===== src/rtl/fetch_unit_pkg.sv =====
// Shared core package for the fetch unit: FSM state encoding, reset vector
// default, NOP encoding and datapath width.
package fetch_unit_pkg;

  localparam int unsigned XLEN = 32;

  // Fetch FSM states.
  typedef enum logic [1:0] {
    S_IDLE  = 2'd0,
    S_REQ   = 2'd1,
    S_ISSUE = 2'd2,
    S_TRAP  = 2'd3
  } fetch_state_e;

  localparam logic [XLEN-1:0] RESET_VECTOR_DEFAULT = 32'h0000_0000;
  // addi x0, x0, 0
  localparam logic [XLEN-1:0] NOP_INSTR            = 32'h0000_0013;

endpackage : fetch_unit_pkg


===== src/rtl/fetch_unit_next_pc_sel.sv =====
// next_pc_sel: purely combinational next-PC priority mux plus alignment check.
// Ports:
//   pc_plus4_i      sequential fall-through address
//   branch_taken_i  conditional branch taken, target sb_target_i
//   jal_i           unconditional jump, target uj_target_i
//   jalr_i          register jump, target jalr_target_i with bit 0 cleared
//   next_pc_o       selected next PC (jalr > jal > branch > pc+4)
//   misaligned_o    next_pc_o is not 4-byte aligned
module next_pc_sel
  import fetch_unit_pkg::*;
(
  input  logic [XLEN-1:0] pc_plus4_i,
  input  logic            branch_taken_i,
  input  logic            jal_i,
  input  logic            jalr_i,
  input  logic [XLEN-1:0] sb_target_i,
  input  logic [XLEN-1:0] uj_target_i,
  input  logic [XLEN-1:0] jalr_target_i,
  output logic [XLEN-1:0] next_pc_o,
  output logic            misaligned_o
);

  // Priority select; jalr target has its LSB forced to zero.
  always_comb begin
    next_pc_o = pc_plus4_i;
    if (jalr_i) begin
      next_pc_o = jalr_target_i & ~XLEN'(1);
    end else if (jal_i) begin
      next_pc_o = uj_target_i;
    end else if (branch_taken_i) begin
      next_pc_o = sb_target_i;
    end
  end

  assign misaligned_o = (next_pc_o[1:0] != 2'b00);

endmodule : next_pc_sel


===== src/rtl/fetch_unit.sv =====
// fetch_unit: instruction fetch FSM (IDLE -> REQ -> ISSUE -> REQ ..., TRAP on
// misaligned next PC). Owns PC, instruction register, exception flag and the
// issue counter.
// Ports:
//   clk, reset            clock, synchronous active-high reset
//   stall                 downstream hold while in ISSUE
//   imem_req/imem_addr    instruction memory request and word address (= pc)
//   imem_rdata/imem_valid memory response
//   branch_taken/jal/jalr control-flow redirects with their targets
//   pc, pc_plus4          current instruction address and fall-through
//   instruction           registered instruction word
//   instr_valid           instruction/pc valid for decode
//   misaligned_exc        sticky misaligned-target flag
//   issue_count           instructions issued and advanced
module fetch_unit
  import fetch_unit_pkg::*;
#(
  parameter logic [XLEN-1:0] RESET_VECTOR = RESET_VECTOR_DEFAULT
) (
  input  logic            clk,
  input  logic            reset,
  input  logic            stall,
  output logic            imem_req,
  output logic [XLEN-1:0] imem_addr,
  input  logic [XLEN-1:0] imem_rdata,
  input  logic            imem_valid,
  input  logic            branch_taken,
  input  logic            jal,
  input  logic            jalr,
  input  logic [XLEN-1:0] sb_target,
  input  logic [XLEN-1:0] uj_target,
  input  logic [XLEN-1:0] jalr_target,
  output logic [XLEN-1:0] pc,
  output logic [XLEN-1:0] pc_plus4,
  output logic [XLEN-1:0] instruction,
  output logic            instr_valid,
  output logic            misaligned_exc,
  output logic [XLEN-1:0] issue_count
);

  fetch_state_e    state_q, state_d;
  logic [XLEN-1:0] pc_q, pc_d;
  logic [XLEN-1:0] instr_q, instr_d;
  logic [XLEN-1:0] count_q, count_d;
  logic            req_q, req_d;
  logic            valid_q, valid_d;
  logic            exc_q, exc_d;

  logic [XLEN-1:0] pc_plus4_c;
  logic [XLEN-1:0] next_pc_c;
  logic            misaligned_c;

  assign pc_plus4_c = pc_q + XLEN'(4);

  next_pc_sel u_next_pc_sel (
    .pc_plus4_i     (pc_plus4_c),
    .branch_taken_i (branch_taken),
    .jal_i          (jal),
    .jalr_i         (jalr),
    .sb_target_i    (sb_target),
    .uj_target_i    (uj_target),
    .jalr_target_i  (jalr_target),
    .next_pc_o      (next_pc_c),
    .misaligned_o   (misaligned_c)
  );

  // Next-state and datapath updates; control inputs only matter in ISSUE.
  always_comb begin
    state_d = state_q;
    pc_d    = pc_q;
    instr_d = instr_q;
    count_d = count_q;
    exc_d   = exc_q;
    case (state_q)
      S_IDLE: state_d = S_REQ;
      S_REQ: begin
        if (imem_valid) begin
          instr_d = imem_rdata;
          state_d = S_ISSUE;
        end
      end
      S_ISSUE: begin
        if (!stall) begin
          if (misaligned_c) begin
            exc_d   = 1'b1;
            state_d = S_TRAP;
          end else begin
            pc_d    = next_pc_c;
            count_d = count_q + XLEN'(1);
            state_d = S_REQ;
          end
        end
      end
      S_TRAP:  state_d = S_TRAP;
      default: state_d = S_IDLE;
    endcase
    // Handshake outputs are registered copies of the upcoming state.
    req_d   = (state_d == S_REQ);
    valid_d = (state_d == S_ISSUE);
  end

  // State register with synchronous reset.
  always_ff @(posedge clk) begin
    if (reset) begin
      state_q <= S_IDLE;
      pc_q    <= RESET_VECTOR;
      instr_q <= NOP_INSTR;
      count_q <= '0;
      req_q   <= 1'b0;
      valid_q <= 1'b0;
      exc_q   <= 1'b0;
    end else begin
      state_q <= state_d;
      pc_q    <= pc_d;
      instr_q <= instr_d;
      count_q <= count_d;
      req_q   <= req_d;
      valid_q <= valid_d;
      exc_q   <= exc_d;
    end
  end

  assign imem_req       = req_q;
  assign imem_addr      = pc_q;
  assign pc             = pc_q;
  assign pc_plus4       = pc_plus4_c;
  assign instruction    = instr_q;
  assign instr_valid    = valid_q;
  assign misaligned_exc = exc_q;
  assign issue_count    = count_q;

endmodule : fetch_unit


===== config.mk =====
export PLATFORM = sky130hd
export DESIGN_NAME = fetch_unit
export DESIGN_NICKNAME = d
export VERILOG_FILES = /design/src/rtl/fetch_unit_pkg.sv /design/src/rtl/fetch_unit_next_pc_sel.sv /design/src/rtl/fetch_unit.sv
export SDC_FILE = /design/constraint.sdc
export NUM_CORES = 1
export LEC_CHECK = 0
export CAP_MARGIN = 20
export CORE_MARGIN = 5
export CORE_UTILIZATION = 36
export DETAILED_ROUTE_END_ITERATION = 8
export PLACE_DENSITY = 0.78
export SYNTH_ARGS = -nofsm -noshare
export SYNTH_HDL_FRONTEND = slang
export SYNTH_SLANG_ARGS = --single-unit
export TNS_END_PERCENT = 30

===== constraint.sdc =====
create_clock -name clk -period 2 [get_ports clk]
set_input_delay 0.4 -clock clk [delete_from_list [all_inputs] [get_ports clk]]
set_output_delay 0.4 -clock clk [all_outputs]
set_load 0.05 [all_outputs]

==> out/results.ini, run 1 <==
[setup_path]
crit_required_ns = 1.60
arrival_ns = 2.05
critical_path_buf_inv_count = 2
end_kind = output pin
critical_path.max_fanout = 4
cp-start-kind = flip-flop
max_stage_delay_ns = 0.39
cp_slowest_cell = dfxtp_4
crit_type = reg -> out
crit_chain = and3_4 > buf_6 > nand4_1 > nor4_4 > xor2_2 > buf_12
path_delay_family = simple AND/OR/NAND/NOR gates

[floorplan]
floorplan.die.width_um = 134
die_area_um2 = 18100
die_h_um = 134
core_um2 = 15200
initial_core_util_pct = 36.7
io_pins = 298
fp-row-count = 45

[placement]
post_dp_cell_area_um2 = 9890
dp_hpwl_um = 17600
dp_cells = 1232
gp_congestion = 0.885
port_buffers = 296

[power]
ir_drop_v = 0.000655
power.density_nw_per_um2 = 468
comb_power_share_pct = 22.3
sw_frac_of_total_pct = 28.7
power_frac_seq_pct = 41.1
p_leak_nw = 4.65
switchingPower_mw = 1.45
power_frac_clock_pct = 36.6
p_int_mw = 3.59

[routing]
drt.antenna.violating_nets = 0
drt_iter0_markers = 403
wl_um = 23700
vias_per_cell = 5.30
vias = 6721
drc_errors = 0
wl_per_cell_um = 18.7
dr.pass1.iters = 5

[status]
violations = negative setup slack
run_status = finished with violations

[timing]
post-route-min-period_ns = 2.45
hold_viol = 0
finClkSkew_ns = 0.00655
fmax_ghz = 0.408
post-route-period-util_pct = 122
tightest_slew_ns = 0.548
finalMaxSlewViolations = 0
hold-worst-slack_ns = 0.455
setup_viol = 32
maxSlewHeadroom_pct = 63.3
rsz0062_at_grt = true
layout_setup_ws_ns = -0.449

[global_route]
grt_antenna_before_repair = 1
grt_pass1_wl_um = 34700
grtUsageTotal_pct = 24.0
grt_pass1_vias = 6741
grt_max_degree = 95
grt-ovfl-total = 0

[final_layout]
layout.nets = 1212
drive_gt1_share_pct = 35.6
synthToLayoutAreaGrowth_pct = 92.8
stdcell_area_um2 = 10800
final_cell_mix = 199 x buf_4, 164 x clkdlybuf4s50_1, 108 x nand2_1, 73 x dfxtp_1, 59 x nor2_1
layout_commonest_cell = buf_4
fin_cells = 1269

[synth]
async_flop_share_pct = 0
syn_nets = 844
ys_types = 55
syn_area_per_cell_um2 = 7.89
synth_flop_cell = dfxtp_1
synth_warnings = 0
synth-seq-cells = 101
synthCells = 707
syn_area_um2 = 5580
yosysSeqAreaShare_pct = 36.2
synth-edff-count = 0

[clocking]
cts-root-buf = clkbuf_16
cts_sinks = 101
worstSkewPairLatency_ns = 0.35
h-tree-depth = 3
cts_tree = built
cts_buffer_depth = 2
path_clk_slew_ns = 0.07
numCtsBuffers = 9
ctsHoldBuffers = 0

[min_path]
hp-class = reg -> reg

[run]
cap_violations = 0

## synthesized netlist by cell type (8+ instances only)
cell / n / area share (%)
a21oi_1: 60 / 5.4
nand2_1: 113 / 7.6
o21ai_0: 16 / 1.4
and3_1: 12 / 1.3
o211ai_1: 8 / 1.1
buf_4: 35 / 4.7
nor2_1: 63 / 4.2
xnor2_1: 41 / 6.4
nand4_1: 16 / 1.8
xor2_1: 15 / 2.4
nand3_1: 44 / 3.9
dfxtp_1: 101 / 36
buf_2: 9 / 0.81
inv_1: 9 / 0.61
clkbuf_1: 36 / 2.4
nor3_1: 19 / 1.7
a221o_1: 12 / 2.2
## worst min-delay path: cells and delay by family (launching register included)
family / cells / cell delay, ns
compound gates: 1 / 0.05
flops: 1 / 0.31
simple gates: 1 / 0.05
## per-stage QoR
step / setup slack (ns) / TNS (ns) / power [mW] / utilization, %
detailed placement: -0.467 / -18.54 / 3.21 / 65.1
global placement: -0.401 / -15.58 / 3.20 / 65.1
floorplan: -0.258 / -6.06 / 2.65 / -
global route: -0.511 / -9.71 / 5.22 / 70.7
CTS: -0.448 / -6.46 / 5.08 / 68.8
finish: -0.449 / -6.70 / 5.04 / 70.7
## cell families (layout without fill, tap and decap cells)
logic type	count (synthesis)	count (layout)	share of synthesized area (%)
simple gates	306	306	26.5
compound gates	143	143	17.8
flops	101	101	36.2
buf+inv	91	464	8.68
xor+xnor	57	57	9.08
mux	7	7	1.26
fa+ha+maj	2	2	0.449
other cells	0	1	0
## final cells by class
type / count / area [um2]
fillers: 1175 / 4450
flip-flops and latches: 101 / 2100
clock inverters: 6 / 72.6
multi-input cells: 515 / 3820
well taps: 188 / 235
clock buffers: 10 / 239
inverters: 9 / 33.8
repair buffers: 439 / 4250
diodes: 1 / 2.50
## routing by layer
layer  global-route usage (%)  up-vias  wire length (um)
li1                         -     3190                 -
met1                     25.8     3178              8640
met2                     44.3      300             12300
met3                     7.68       53              2050
met4                     8.48        0               677
met5                        0        -                 0
## worst paths after layout
check | start | end | cells past startpoint | slack [ns]
worst max register to register | imem_addr[0]$_SDFFE_PP0P_ | issue_count[16]$_SDFFE_PP0P_ | 8 | -0.04
worst min-delay path | instruction[6]$_SDFFE_PP0P_ | instruction[6]$_SDFFE_PP0P_ | 2 | 0.45
worst max-delay path | imem_addr[2]$_SDFFE_PP0P_ | pc_plus4[27] | 6 | -0.45
worst min register to register | instruction[6]$_SDFFE_PP0P_ | instruction[6]$_SDFFE_PP0P_ | 2 | 0.45
## power groups by stage
stage	registers, mW	logic [mW]	clock network [mW]
2_1_floorplan	2.29	0.356	0
3_3_place_gp	2.11	1.08	0
3_5_place_dp	2.12	1.09	0
4_1_cts	2.07	1.10	1.90
5_1_grt	2.08	1.18	1.97
6_report	2.07	1.12	1.84
## repair_timing
action                                  CTS  global route
buffers inserted                         10            13
endpoints found under the setup margin   57            77
pin swaps                                28            24
gates resized for setup                  56            48
## sequential cells by signal, summed over array words and instances (netlist names)
register,count
imem_addr,32
imem_req,1
instr_valid,1
instruction,32
issue_count,32
misaligned_exc,1
state_q,2
No activity file was read; power rests on OpenSTA's default activity.
==> run 2: changes to the inputs <==
ABC_AREA = 1   (was default)
CORE_UTILIZATION = 38   (was 36)
==> run 2 against run 1 <==
- the run still ends with negative setup slack left
- cell count rose by 25%
- highest routed layer unchanged
- critical path type unchanged
- clock-buffer cell count rose by 1
- critical endpoint unchanged
- total power grew 3.1%
- non-clock buffer count fell by 52
==> out/results.ini, run 2 <==
[routing]
wl_um = 26700
wl_per_cell_um = 16.8
drt.antenna.violating_nets = 0
drt_iter0_markers = 608
drc_errors = 0
dr.pass1.iters = 6
vias_per_cell = 5.05
vias = 7995

[power]
power.density_nw_per_um2 = 484
ir_drop_v = 0.000533
power_mw = 5.19
p_leak_nw = 4.65

[setup_path]
crit_chain = clkinvlp_4 > nor2_4 > nand2_4 > nor2_4 > buf_6 > nand2_4 > nand2_2 > nand2_2 > buf_12
end_kind = output pin
arrival_ns = 1.84
critical_path.max_fanout = 6
crit_required_ns = 1.60
critical_path_buf_inv_count = 3
max_stage_delay_ns = 0.39
cp-start-kind = flip-flop
cp_slowest_cell = dfxtp_4
crit_type = reg -> out
path_delay_family = simple AND/OR/NAND/NOR gates

[final_layout]
layout.nets = 1494
layout_commonest_cell = nand2_1
drive_gt1_share_pct = 25.3
final_cell_mix = 252 x nand2_1, 172 x buf_4, 168 x clkdlybuf4s50_1, 158 x nor2_1, 89 x a21oi_1
synthToLayoutAreaGrowth_pct = 68.3

[clocking]
path_clk_slew_ns = 0.07
cts_buffer_depth = 2
numCtsBuffers = 9
cts_tree = built
worstSkewPairLatency_ns = 0.35
h-tree-depth = 3
cts-root-buf = clkbuf_16
cts_sinks = 101
ctsHoldBuffers = 0

[placement]
gp_congestion = 0.944
post-place-ws_ns = -0.128
dp_hpwl_um = 20300
port_buffers = 296

[synth]
async_flop_share_pct = 0
syn_area_per_cell_um2 = 6.13
yosys.area_share.adder_pct = 0.393
yosysSeqAreaShare_pct = 31.7
syn_nets = 1177
synth_most_common_cell = nand2_1
synth_warnings = 0
synth_top_area_share_pct = 31.7
synth_xor_area_share_pct = 3.57
synth-simple-area-share_pct = 36.8
synth-compound-area-share_pct = 16.4
synth-seq-cells = 101
synthCells = 1040
synth_mux_area_share_pct = 0
synth_commonest_cells = 291 x nand2_1, 174 x nor2_1, 101 x dfxtp_1, 91 x o21ai_0, 89 x a21oi_1
synth_largest_area_cell = dfxtp_1
synth_top_family_by_area = simple AND/OR/NAND/NOR gates
ys_types = 35
yosys-top-cells-area = dfxtp_1 32%, nand2_1 17%, nor2_1 10%
synth-edff-count = 0
synth_flop_cell = dfxtp_1
syn_area_um2 = 6370

[global_route]
grt_pass1_vias = 7749
grt_max_degree = 72
grt_antenna_before_repair = 1
grtUsageTotal_pct = 26.0
grt-ovfl-total = 0
grt_pass1_wl_um = 41100

[timing]
post-route-min-period_ns = 2.24
finalMaxSlewViolations = 0
maxSlewHeadroom_pct = 63.7
finClkSkew_ns = 0.00911
tightest_slew_ns = 0.542
layout_setup_ws_ns = -0.237
post-route-period-util_pct = 112
setup_viol = 28
rsz0062_at_grt = true
hold_viol = 0
fmax_ghz = 0.447

[floorplan]
die_h_um = 140
io_pins = 298
die_area_um2 = 19500
floorplan.die.width_um = 140
initial_core_util_pct = 38.6
fp-row-count = 47
core_um2 = 16500

[run]
cap_violations = 0

[status]
violations = negative setup slack
run_status = finished with violations

[min_path]
hp-class = reg -> reg

-- run 2: cell count changes in the layout (fill, tap and decap cells not counted), moves of 16 or more --
| cell | delta |
|---|---|
| buf_4 | -27 |
| dlygate4sd2_1 | -16 |
| a21oi_1 | +33 |
| nand2_1 | +144 |
| nor2_1 | +99 |
| xnor2_1 | -17 |
| o21ai_0 | +70 |
| nand2_2 | +31 |
| inv_1 | +47 |
-- run 2: where the power goes --
part	internal [mW]	total (mW)	switching, mW
registers	2.08	2.12	0.0443
logic	0.587	1.34	0.754
clock network	0.896	1.73	0.834
-- run 2: worst min-delay path, stage by stage, from the launching register on --
cell and delay (ns):
dfxtp_1 0.33, nand2_1 0.05, nand3_1 0.05
-- run 2: layout make-up --
cell class,count,area [um2]
inverter,64,246
tap,220,275
fill,1399,5800
timing repair buffer,387,3820
antenna,1,2.50
multi-input combinational,794,4050
sequential,101,2050
clock buffer,11,243
clock inverter,5,43.8
-- run 2: cell families (layout without fill, tap and decap cells) --
logic type	Yosys count	count (layout)
AO/OA/AOI/OAI	200	200
AND/OR/NAND/NOR	566	566
XOR/XNOR	26	26
other	0	1
flip-flops	101	101
buffers and inverters	145	467
adder cells (fa/ha/maj)	2	2
-- run 2: metal layers --
| layer | share of wire (%) | vias to the layer above | GRT usage, % | wire length (um) |
|---|---|---|---|---|
| li1 | - | 3928 | - | - |
| met2 | 47 | 380 | 44.1 | 12700 |
| met4 | 2.7 | 0 | 9.06 | 727 |
| met1 | 41 | 3641 | 31.8 | 10900 |
| met5 | 0 | - | 0 | 0 |
| met3 | 8.8 | 46 | 7.07 | 2340 |
-- run 2: final timing paths --
check                                   start                          end  slack [ns]  cells past startpoint
setup / recovery    imem_addr[2]$_SDFFE_PP0P_                 pc_plus4[27]       -0.24                      9
hold reg to reg   instruction[4]$_SDFFE_PP1P_  instruction[4]$_SDFFE_PP1P_        0.46                      2
hold / removal    instruction[4]$_SDFFE_PP1P_  instruction[4]$_SDFFE_PP1P_        0.46                      2
setup reg to reg    imem_addr[2]$_SDFFE_PP0P_   imem_addr[28]$_SDFFE_PP0P_       -0.20                     17
-- run 2: stage by stage --
step | TNS, ns | hold WS, ns | std cells | instance area [um2] | util, %
global route | -7.05 | 0.503 | 1583 | 10700 | 64.9
detailed placement | -4.40 | 0.444 | 1542 | 9910 | 60.0
global placement | -2.46 | 0.437 | 1542 | 9910 | 60.0
finish | -4.56 | 0.457 | 1583 | 10700 | 64.9
CTS | -3.74 | 0.460 | 1573 | 10500 | 63.5
floorplan | -2.32 | 0.524 | 1040 | 6510 | -
-- run 2: what timing repair did --
action | in CTS | in global routing
buffers inserted | 15 | 11
resized for setup | 54 | 48
pin swaps | 12 | 14
endpoints found under the setup margin | 27 | 37
==> run 3: changes to the inputs <==
CORE_UTILIZATION = 42   (was 38)
PLACE_DENSITY = 0.82   (was 0.78)
clock period = 2.2 ns   (was 2 ns; I/O delays follow)
==> run 3 against run 2 <==
- the run still ends with negative setup slack left
- clock power down 9%
- core utilization is 4.0 points higher
- non-clock buffer count down 45
- flip-flop and latch count did not move
- worst hold slack better by 0.0073 ns
- critical path type unchanged
==> out/results.ini, run 3 (synthesized netlist as in run 2, its figures left out) <==
[status]
run_status = finished with violations
violations = negative setup slack

[power]
power.density_nw_per_um2 = 451
power_mw = 4.68
ir_drop_v = 0.000524
p_leak_nw = 4.10

[timing]
tightest_slew_ns = 0.559
final.setup.tns_ns = -0.120
post-route-min-period_ns = 2.24
finalMaxSlewViolations = 0
hold-worst-slack_ns = 0.464
fmax_ghz = 0.447
hold_viol = 0
setup_viol = 6
finClkSkew_ns = 0.00764
post-route-period-util_pct = 102
rsz0062_at_grt = true
layout_setup_ws_ns = -0.0383
maxSlewHeadroom_pct = 62.6

[floorplan]
floorplan.die.width_um = 133
die_area_um2 = 17700
core_um2 = 15000
initial_core_util_pct = 42.4
fp-row-count = 45
die_h_um = 133
io_pins = 298

[final_layout]
drive_gt1_share_pct = 16.2
layout_commonest_cell = nand2_1
final_cell_mix = 261 x nand2_1, 255 x clkdlybuf4s50_1, 160 x nor2_1, 89 x a21oi_1, 85 x o21ai_0
fin_cells = 1505
fin_util_pct = 69.0
final.fill_count = 1286
n_antenna_cell = 0
layout.nets = 1449
synthToLayoutAreaGrowth_pct = 62.6

[routing]
wl_um = 25600
vias = 7886
drt.antenna.violating_nets = 0
wl_per_cell_um = 17.0
drc_errors = 0
dr.pass1.iters = 5
drt_iter0_markers = 641
vias_per_cell = 5.24

[setup_path]
arrival_ns = 1.80
end_kind = output pin
critical_path.max_fanout = 6
crit_type = reg -> out
crit_required_ns = 1.76
cp-start-kind = flip-flop

[global_route]
grt_antenna_before_repair = 0
use_met3_pct = 7.48
grt_pass1_vias = 7492
use_met2_pct = 47.3
grt-ovfl-total = 0
grt.busiest_layer = met2
grtUsageTotal_pct = 27.5
grt_pass1_wl_um = 39400
use_met1_pct = 32.7
grt_max_degree = 72

[placement]
dp_hpwl_um = 19400
gp_congestion = 0.984
port_buffers = 296
dp_cells = 1480

[clocking]
h-tree-depth = 3
cts_sinks = 101
worstSkewPairLatency_ns = 0.35
ctsHoldBuffers = 0
cts-root-buf = clkbuf_16
cts_tree = built
numCtsBuffers = 9
cts_buffer_depth = 2
path_clk_slew_ns = 0.07

[run]
cap_violations = 0

[min_path]
hp-class = reg -> reg

run 3: cell types whose count changed in the layout (fill, tap and decap cells not counted), moves of 5 or more:
cell             before  now
dfxtp_4               5   11
clkdlybuf4s50_1     168  255
dlymetal6s2s_1        8    0
dfxtp_1              87   79
nand2_1             252  261
nand2_2              33   28
buf_4               172   51
run 3: metal layers:
layer / vias up / wire length (um)
met2: 377 / 12300
met4: 0 / 889
li1: 3841 / -
met3: 56 / 2460
met5: - / 0
met1: 3612 / 9930
run 3: path summary, 6_finish.rpt:
| path | from | to | slack (ns) | depth (start not counted) |
|---|---|---|---|---|
| max | imem_addr[2]$_SDFFE_PP0P_ | pc_plus4[18] | -0.04 | 7 |
| min | instruction[0]$_SDFFE_PP1P_ | instruction[0]$_SDFFE_PP1P_ | 0.46 | 2 |
| max reg2reg | issue_count[0]$_SDFFE_PP0P_ | issue_count[16]$_SDFFE_PP0P_ | 0.44 | 8 |
| min reg2reg | instruction[0]$_SDFFE_PP1P_ | instruction[0]$_SDFFE_PP1P_ | 0.46 | 2 |
run 3: layout make-up:
cell class                 instances  area (um2)  share of cell area, %
clock inverter                     7        53.8                  0.519
tap                              188         235                   2.27
clock buffer                       9         225                   2.17
timing repair buffer             342        3630                   35.0
multi-input combinational        794        3900                   37.6
sequential                       101        2080                   20.0
inverter                          64         244                   2.35
run 3: timing repair:
item | 4_1_cts | 5_1_grt
hold endpoints to repair | 0 | 0
setup buffers | 4 | 5
resized for setup | 41 | 53
pin swaps | 6 | 26
endpoints found under the setup margin | 23 | 26
run 3: critical path, stage by stage, from the launching register on:
cell and delay (ns):
dfxtp_4 0.38, ha_4 0.14, nand2_4 0.05, nor2_4 0.21
nand2_4 0.14, o21ai_1 0.23, nand2_2 0.13, buf_12 0.17
run 3: where the power goes:
| part | total (mW) | internal (mW) | switching, mW |
|---|---|---|---|
| clock | 1.57 | 0.784 | 0.783 |
| combinational | 1.18 | 0.515 | 0.663 |
| sequential | 1.93 | 1.88 | 0.0490 |
run 3: stage by stage:
step	area, um2	worst slack, ns
after floorplan	6450	-0.0640
after global placement	9780	0.0381
after detailed placement	9780	-0.00342
after CTS	10200	-0.0689
after global routing	10400	-0.108
final	10400	-0.0383
